[src/rtl/ssd_accel_display.sv]
// Purpose : accelerometer sample -> signed/unsigned decimal (double dabble) or hex,
//           scanned onto a 4-digit common-anode active-low seven-segment display.
// Latency : decimal 10 cycles, hex 2 cycles from capture to digit-register write;
//           SEG/DP/AN follow one cycle later.
// Backpressure: none; an event while busy is held in a one-deep pending slot and
//           a newer event overwrites it.
// Ports:
//   CLK, RST            clock, synchronous active-high reset
//   DATA_IN[7:0]        sample, captured on the rising edge of DATA_VALID
//   DATA_VALID          level strobe; only its 0->1 transition starts a conversion
//   HEX_MODE            0 decimal, 1 hex; latched together with DATA_IN
//   SEG[6:0], DP, AN[3:0]  active-low segments {g..a}, decimal point, digit enables
//   BUSY                high while a conversion (or a chain of them) is in flight
module ssd_accel_display #(
  parameter int REFRESH_DIVIDE = 31250,
  parameter bit SIGNED_MODE    = 1'b1
) (
  input  logic       CLK,
  input  logic       RST,
  input  logic [7:0] DATA_IN,
  input  logic       DATA_VALID,
  input  logic       HEX_MODE,
  output logic [6:0] SEG,
  output logic       DP,
  output logic [3:0] AN,
  output logic       BUSY
);

  localparam int              CNT_W      = (REFRESH_DIVIDE > 2) ? $clog2(REFRESH_DIVIDE) : 1;
  localparam logic [CNT_W-1:0] CNT_LAST  = CNT_W'(REFRESH_DIVIDE - 1);
  // Digit codes are stored as {dp, seg[6:0]}, all active-low.
  localparam logic [7:0]      CODE_BLANK = 8'hFF;
  localparam logic [6:0]      SEG_MINUS  = 7'b0111111;

  typedef enum logic [1:0] {IDLE, LOAD, SHIFT, DONE} state_t;

  function automatic logic [6:0] seg_of(input logic [3:0] v);
    logic [6:0] s;
    case (v)
      4'h0: s = 7'b1000000;
      4'h1: s = 7'b1111001;
      4'h2: s = 7'b0100100;
      4'h3: s = 7'b0110000;
      4'h4: s = 7'b0011001;
      4'h5: s = 7'b0010010;
      4'h6: s = 7'b0000010;
      4'h7: s = 7'b1111000;
      4'h8: s = 7'b0000000;
      4'h9: s = 7'b0010000;
      4'hA: s = 7'b0001000;
      4'hB: s = 7'b0000011;
      4'hC: s = 7'b1000110;
      4'hD: s = 7'b0100001;
      4'hE: s = 7'b0000110;
      default: s = 7'b0001110;
    endcase
    return s;
  endfunction

  state_t           state, state_n;
  logic             dv_q, capture;
  logic [7:0]       cur_dat;
  logic             cur_hex;
  logic             pend_vld;
  logic [7:0]       pend_dat;
  logic             pend_hex;
  logic             neg;
  logic [7:0]       mag;
  logic [11:0]      bcd, bcd_adj;
  logic [3:0]       shift_cnt;
  logic [3:0][7:0]  dig, dig_n;
  logic [CNT_W-1:0] refresh_cnt;
  logic [1:0]       scan_idx, scan_idx_n;
  logic             wrap;

  assign capture = DATA_VALID & ~dv_q;
  assign BUSY    = (state != IDLE);

  // ---------------- control FSM ----------------
  always_ff @(posedge CLK) begin
    if (RST) state <= IDLE;
    else     state <= state_n;
  end

  always_comb begin
    state_n = state;
    case (state)
      IDLE:    if (capture) state_n = LOAD;
      LOAD:    state_n = cur_hex ? DONE : SHIFT;
      SHIFT:   if (shift_cnt == 4'd1) state_n = DONE;
      // An event landing in DONE is taken directly; it supersedes any older pending one.
      DONE:    state_n = (capture || pend_vld) ? LOAD : IDLE;
      default: state_n = IDLE;
    endcase
  end

  // ---------------- conversion datapath ----------------
  // Double-dabble correction: any BCD nibble >= 5 gets +3 before the shift.
  always_comb begin
    bcd_adj = bcd;
    for (int i = 0; i < 3; i++) begin
      if (bcd[4*i +: 4] >= 4'd5) bcd_adj[4*i +: 4] = bcd[4*i +: 4] + 4'd3;
    end
  end

  always_comb begin
    dig_n = {4{CODE_BLANK}};
    if (cur_hex) begin
      dig_n[1] = {1'b1, seg_of(cur_dat[7:4])};
      dig_n[0] = {1'b0, seg_of(cur_dat[3:0])};
    end else begin
      dig_n[3] = neg ? {1'b1, SEG_MINUS} : CODE_BLANK;
      dig_n[2] = (bcd[11:8] != 4'd0) ? {1'b1, seg_of(bcd[11:8])} : CODE_BLANK;
      // Tens is suppressed only when it is a leading zero.
      dig_n[1] = (bcd[11:4] != 8'd0) ? {1'b1, seg_of(bcd[7:4])} : CODE_BLANK;
      dig_n[0] = {1'b1, seg_of(bcd[3:0])};
    end
  end

  always_ff @(posedge CLK) begin
    if (RST) begin
      dv_q      <= 1'b0;
      cur_dat   <= 8'd0;
      cur_hex   <= 1'b0;
      pend_vld  <= 1'b0;
      pend_dat  <= 8'd0;
      pend_hex  <= 1'b0;
      neg       <= 1'b0;
      mag       <= 8'd0;
      bcd       <= 12'd0;
      shift_cnt <= 4'd0;
      dig       <= {4{CODE_BLANK}};
    end else begin
      dv_q <= DATA_VALID;
      if (capture && (state == LOAD || state == SHIFT)) begin
        pend_vld <= 1'b1;
        pend_dat <= DATA_IN;
        pend_hex <= HEX_MODE;
      end
      case (state)
        IDLE: begin
          if (capture) begin
            cur_dat <= DATA_IN;
            cur_hex <= HEX_MODE;
          end
        end
        LOAD: begin
          // 9-bit negation so that 0x80 yields a magnitude of 128.
          if (SIGNED_MODE && cur_dat[7]) begin
            neg <= 1'b1;
            mag <= 8'(9'd0 - {1'b1, cur_dat});
          end else begin
            neg <= 1'b0;
            mag <= cur_dat;
          end
          bcd       <= 12'd0;
          shift_cnt <= 4'd8;
        end
        SHIFT: begin
          {bcd, mag} <= {bcd_adj, mag} << 1;
          shift_cnt  <= shift_cnt - 4'd1;
        end
        DONE: begin
          dig <= dig_n;
          if (capture) begin
            cur_dat  <= DATA_IN;
            cur_hex  <= HEX_MODE;
            pend_vld <= 1'b0;
          end else if (pend_vld) begin
            cur_dat  <= pend_dat;
            cur_hex  <= pend_hex;
            pend_vld <= 1'b0;
          end
        end
        default: ;
      endcase
    end
  end

  // ---------------- display scan ----------------
  assign wrap       = (refresh_cnt == CNT_LAST);
  assign scan_idx_n = wrap ? scan_idx + 2'd1 : scan_idx;

  // AN only moves on a wrap, so it stays all-off until the first slot completes.
  always_ff @(posedge CLK) begin
    if (RST) begin
      refresh_cnt <= '0;
      scan_idx    <= 2'd3;
      AN          <= 4'hF;
      SEG         <= 7'h7F;
      DP          <= 1'b1;
    end else begin
      refresh_cnt <= wrap ? '0 : refresh_cnt + 1'b1;
      scan_idx    <= scan_idx_n;
      if (wrap) AN <= ~(4'b0001 << scan_idx_n);
      SEG <= dig[scan_idx_n][6:0];
      DP  <= dig[scan_idx_n][7];
    end
  end

endmodule

[config.mk]
export PLATFORM = sky130hd
export DESIGN_NAME = ssd_accel_display
export DESIGN_NICKNAME = d
export VERILOG_FILES = /design/src/rtl/ssd_accel_display.sv
export SDC_FILE = /design/constraint.sdc
export NUM_CORES = 1
export LEC_CHECK = 0
export BUFFER_PORTS_ARGS = -buffer_cell sky130_fd_sc_hd__buf_2
export CAP_MARGIN = 10
export CORE_MARGIN = 2
export CORE_UTILIZATION = 35
export DETAILED_ROUTE_END_ITERATION = 8
export PLACE_DENSITY = 0.51
export SETUP_SLACK_MARGIN = 0.3
export SLEW_MARGIN = 10
export SYNTH_ARGS = -nofsm -noshare
export SYNTH_HDL_FRONTEND = slang
export SYNTH_SLANG_ARGS = --single-unit
[constraint.sdc]
create_clock -name CLK -period 3 [get_ports CLK]
set_clock_uncertainty 0.05 [all_clocks]
set_input_delay 0.15 -clock CLK [delete_from_list [all_inputs] [get_ports CLK]]
set_output_delay 0.15 -clock CLK [all_outputs]
set_load 0.005 [all_outputs]
[Word level (Yosys, flattened, before mapping)]
Memory sizes are Yosys's and may differ from the RTL's. A register that Yosys moved wholly into a read port is not among the register bits.
Index checks and enable logic that the tools add are counted.
Word-level totals
  register bits after elaboration: 108
  ROM bits: 560
  input port bits: 12
  logic and storage cells: 103
  memories kept: 5
Memory list
  (no name shown): depth 16, width 7, read ports 1, clocked after Yosys merged registers in 1, wr ports 0, RTL line 39  | case (v)
  (no name shown): depth 16, width 7, read ports 1, clocked after Yosys merged registers in 1, wr ports 0, RTL line 39
  (no name shown): depth 16, width 7, read ports 1, clocked after Yosys merged registers in 1, wr ports 0, RTL line 39
  (no name shown): depth 16, width 7, read ports 1, clocked after Yosys merged registers in 1, wr ports 0, RTL line 39
  (no name shown): depth 16, width 7, read ports 1, clocked after Yosys merged registers in 1, wr ports 0, RTL line 39
Cells by class
  $add $sub $neg: 7
  order comparisons: 4
  equal/unequal tests: 8
  shifts and indexed selects: 1
  muxes and demuxes: 43
  bitwise gates (word level): 3
  reductions and logical operators: 12
Operators by type and width (count)
  $mux 4: 12
  $mux 8: 5
  $pmux 8 s2: 2
  $mux 15: 2
  $pmux 12 s2: 1
  $mux 7: 3
  $bmux 8 s2: 1
  $add 15x1->15 const B: 1
  $eq 15x15->1 const B: 1
  $ge 4x3->1 const B: 3
  $mux 1: 10
  $add 4x2->4 const B: 2
  $pmux 2 s4: 1
  $pmux 4 s2: 1
  $reduce_bool 8->1: 1
  $sub 1x8->8 const A: 1
  $mux 2: 3
  $reduce_bool 2->1: 3
  $eq 2x2->1 const B: 2
  $eq 4x1->1 const B: 1
  $ne 2x2->1 const B: 2
  $not 4->4: 1
  $reduce_bool 4->1: 1
  $shl 1x2->4 const A: 1
  other kinds (16): 17

[Depth between registers and ports, before layout]
  depth in word-level cells: 7
  gate-level depth with buffers: 12
  mapped depth without buffers: 12

[Worst setup path before layout]
OpenSTA, ideal clock, no wires.
  kind: register to register
  start point: register state[0]
  end point: register with a tool-made name
  setup time: 122 ps
  data arrival time: 2534 ps
  setup slack: 294 ps
  cell stages (with the launch flop): 11
  cells stage by stage: dfxtp_1 inv_1 ha_1 nor2b_1 o22a_1 buf_4 nor2_1 a311oi_1 inv_1 ha_1 a221o_1
RTL lines
  start, declared: RTL line 60  | state_t state, state_n;
  start signal, assigned: RTL line 82  | else state <= state_n;

==> flow_metrics.tcl <==
set metrics [dict create \
    status "complete, no violations" \
    min_path_type "input port to register" \
    antenna_found_initial 0 \
    grt.total_usage 0.164 \
    htree_num_levels 4 \
    max_freq_ghz 0.383 \
    hold_violations 0 \
    nets 862 \
    drt-initial-drc-count 276 \
    numCtsBuffers 17 \
    post_drt_wl_per_cell_um 15.0 \
    leakage_nw 3.15 \
    grt_pass1_vias 5266 \
    ys_types 68 \
    switching_power_mw 2.08 \
    vias 5425 \
    cp.required_ps 3300 \
    drive_above_1_share 0.201 \
    place_hpwl_mm 11.8 \
    clockBufferDepth 2 \
    ys_async_sr_fraction 0 \
    drt_pre_antenna_iters 4 \
    rsz0062_at_grt "true" \
    critPathCaptureType "register" \
    report.final.slew_viol_count 0 \
    rows 50 \
    setup_tns_ps 0 \
    path_cells "inv_1, ha_2, nand2b_1, a21o_1, xnor2_2, a22oi_2, nor2_2, inv_1, ha_2, or4_1, o21ai_0" \
    critPathKind "register to register" \
    ios 25 \
    seqPwrFrac 0.360 \
    max_stage_delay_ps 490 \
    critPathMaxFanout 5 \
    powerDensity_nw_per_um2 747 \
    grt.overflow.total 0 \
    min_period_over_period 0.870 \
    diodes 0 \
    grt_pass1_wl_mm 26.5 \
    die_h_um 143 \
    drv_cap 0 \
    grt_max_degree 42 \
    yosysSeqAreaShare 0.398 \
    clock_latency_ps 420 \
    ir_drop_v 0.000416 \
    p_clk_frac 0.344 \
    swShare 0.341 \
    wirelength_mm 16.2 \
    ys.flop_type "dfxtp_1" \
    p_int_mw 4.01 \
    report.final.setup_viol 0 \
    synth_seq_cells 134 \
    start_util 0.358 \
    worst_path_max_delay_cell "or4_1" \
    fin_crit_ps 2610 \
    syn_area_per_cell_sq_um 8.94 \
    utilization 0.433 \
    vias_per_cell 5.04 \
    drc 0 \
    critPathLaunchType "register" \
    yosys_warnings 0 \
    syn_nets 813 \
    syn_inst 755 \
    cts.root.buffer_cell "clkbuf_16" \
    die_area_sq_um 20400 \
    area_growth_syn_to_layout_pct 21.0 \
    place_congestion 0.836 \
    relSlewSlack 0.448 \
    io_buffer_count 24 \
    worst_pin_slew_ps 828 \
    ant_nets 0 \
    chipWidth_um 143 \
    cts_tree "built" \
    syn_area_sq_um 6750 \
    clk_pin_slew_ps 60 \
    worstPathArrival_ps 2910 \
    cts_sinks 134 \
    core_area_sq_um 18800 \
    synth_edf_count 0 \
    p_comb_frac 0.295 \
]
==> routing by layer <==
layer / share of wire / up-vias / wire, um / track usage
li1: - / 2762 / - / -
met1: 0.49 / 2580 / 7950 / 0.225
met5: 0 / - / 0 / 0
met2: 0.46 / 68 / 7400 / 0.255
met4: 0.012 / 0 / 199 / 0.0511
met3: 0.040 / 15 / 647 / 0.0386
==> final timing paths <==
kind / start / end / slack [ps] / depth (start not counted)
min: RST / mag[4] / 260 / 2
max reg2reg: bcd[9] / register / 390 / 11
min reg2reg: register / dig[19] / 390 / 1
max: bcd[9] / register / 390 / 11
==> stage by stage <==
step	hold WS [ps]	instance area [sq um]	setup slack (ps)	instances	power (mW)
after global routing	306	8160	217	1077	6.46
final	259	8160	390	1077	6.09
after CTS	221	7950	281	1068	6.10
after floorplan	228	6750	294	755	3.43
after detailed placement	352	7210	133	1024	3.93
after global placement	334	7210	214	1024	3.89
==> area by class of cell <==
type                            count  area, sq um
Fill cell                        1841        10700
Multi-Input combinational cell    545         3920
Sequential cell                   134         2680
Timing Repair Buffer               70          507
Clock buffer                       17          425
Tap cell                          260          325
Clock inverter                     15          169
Inverter                           36          135
==> Yosys cell counts, types with 8 or more instances <==
| cell | instances | area, sq um |
|---|---|---|
| dfxtp_1 | 134 | 2680 |
| nor2_1 | 82 | 308 |
| nand2_1 | 59 | 221 |
| ha_1 | 46 | 576 |
| o21ai_0 | 42 | 210 |
| mux2i_1 | 38 | 380 |
| a21oi_1 | 34 | 170 |
| inv_1 | 32 | 120 |
| clkbuf_1 | 20 | 75.1 |
| nand2b_1 | 20 | 125 |
| nand3_1 | 20 | 100 |
| o22ai_1 | 13 | 81.3 |
| xnor2_1 | 13 | 114 |
| a22oi_1 | 12 | 90.1 |
| nor2b_1 | 12 | 75.1 |
| buf_2 | 10 | 50.1 |
| or2_2 | 10 | 62.6 |
| xor2_1 | 10 | 87.6 |
| and3_1 | 9 | 56.3 |
| nand3b_1 | 9 | 67.6 |
| nor3_1 | 9 | 45.0 |
| o22a_1 | 8 | 70.1 |
| or3_1 | 8 | 50.1 |
==> worst max-delay path: cells and delay by family (launching register included) <==
kind | cells | cell delay (ps)
compound gates | 3 | 440
xor+xnor | 1 | 170
buf+inv | 2 | 250
simple gates | 3 | 830
fa+ha+maj | 2 | 460
flops | 1 | 320
==> power groups by stage <==
stage	Combinational [mW]	Sequential, mW	Clock, mW
3_3_place_gp	1.66	2.23	0
5_1_grt	2.00	2.23	2.23
3_5_place_dp	1.69	2.24	0
6_report	1.80	2.20	2.10
4_1_cts	1.75	2.20	2.15
2_1_floorplan	1.27	2.16	0
==> cell families (layout without fill, tap and decap cells) <==
| kind of cell | after synthesis | after routing | synth area share |
|---|---|---|---|
| AO/OA/AOI/OAI | 177 | 177 | 0.187 |
| buffers and inverters | 76 | 138 | 0.0469 |
| AND/OR/NAND/NOR | 258 | 258 | 0.190 |
| multiplexers | 41 | 41 | 0.0631 |
| flip-flops | 134 | 134 | 0.398 |
| XOR/XNOR | 23 | 23 | 0.0299 |
| adder cells (fa/ha/maj) | 46 | 46 | 0.0853 |
==> what timing repair did <==
action,in CTS,in global routing
pin swaps,2,9
hold buffers,10,0
hold endpoints to repair,11,0
buffers inserted,2,9
gates resized for setup,10,36
setup endpoints to repair,23,29
cloned,0,0
==> cell usage in the layout (no fill, tap or decap), types with 8 or more instances in the layout <==
| cell type | instances |
|---|---|
| nor2b_1 | 8 |
| nand2_1 | 59 |
| or3_1 | 8 |
| o22ai_1 | 12 |
| buf_4 | 34 |
| nand3_1 | 19 |
| clkbuf_16 | 17 |
| xor2_1 | 10 |
| dfxtp_1 | 133 |
| o21ai_0 | 41 |
| ha_1 | 39 |
| xnor2_1 | 12 |
| inv_1 | 29 |
| mux2i_1 | 38 |
| dlygate4sd3_1 | 10 |
| a22oi_1 | 11 |
| nor2_1 | 72 |
| nand2b_1 | 20 |
| and3_1 | 9 |
| or2_2 | 10 |
| nand3b_1 | 9 |
| nor3_1 | 9 |
| nor2_2 | 11 |
| a21oi_1 | 31 |
| buf_2 | 24 |
Note: power is estimated with default switching activity, not from simulation.
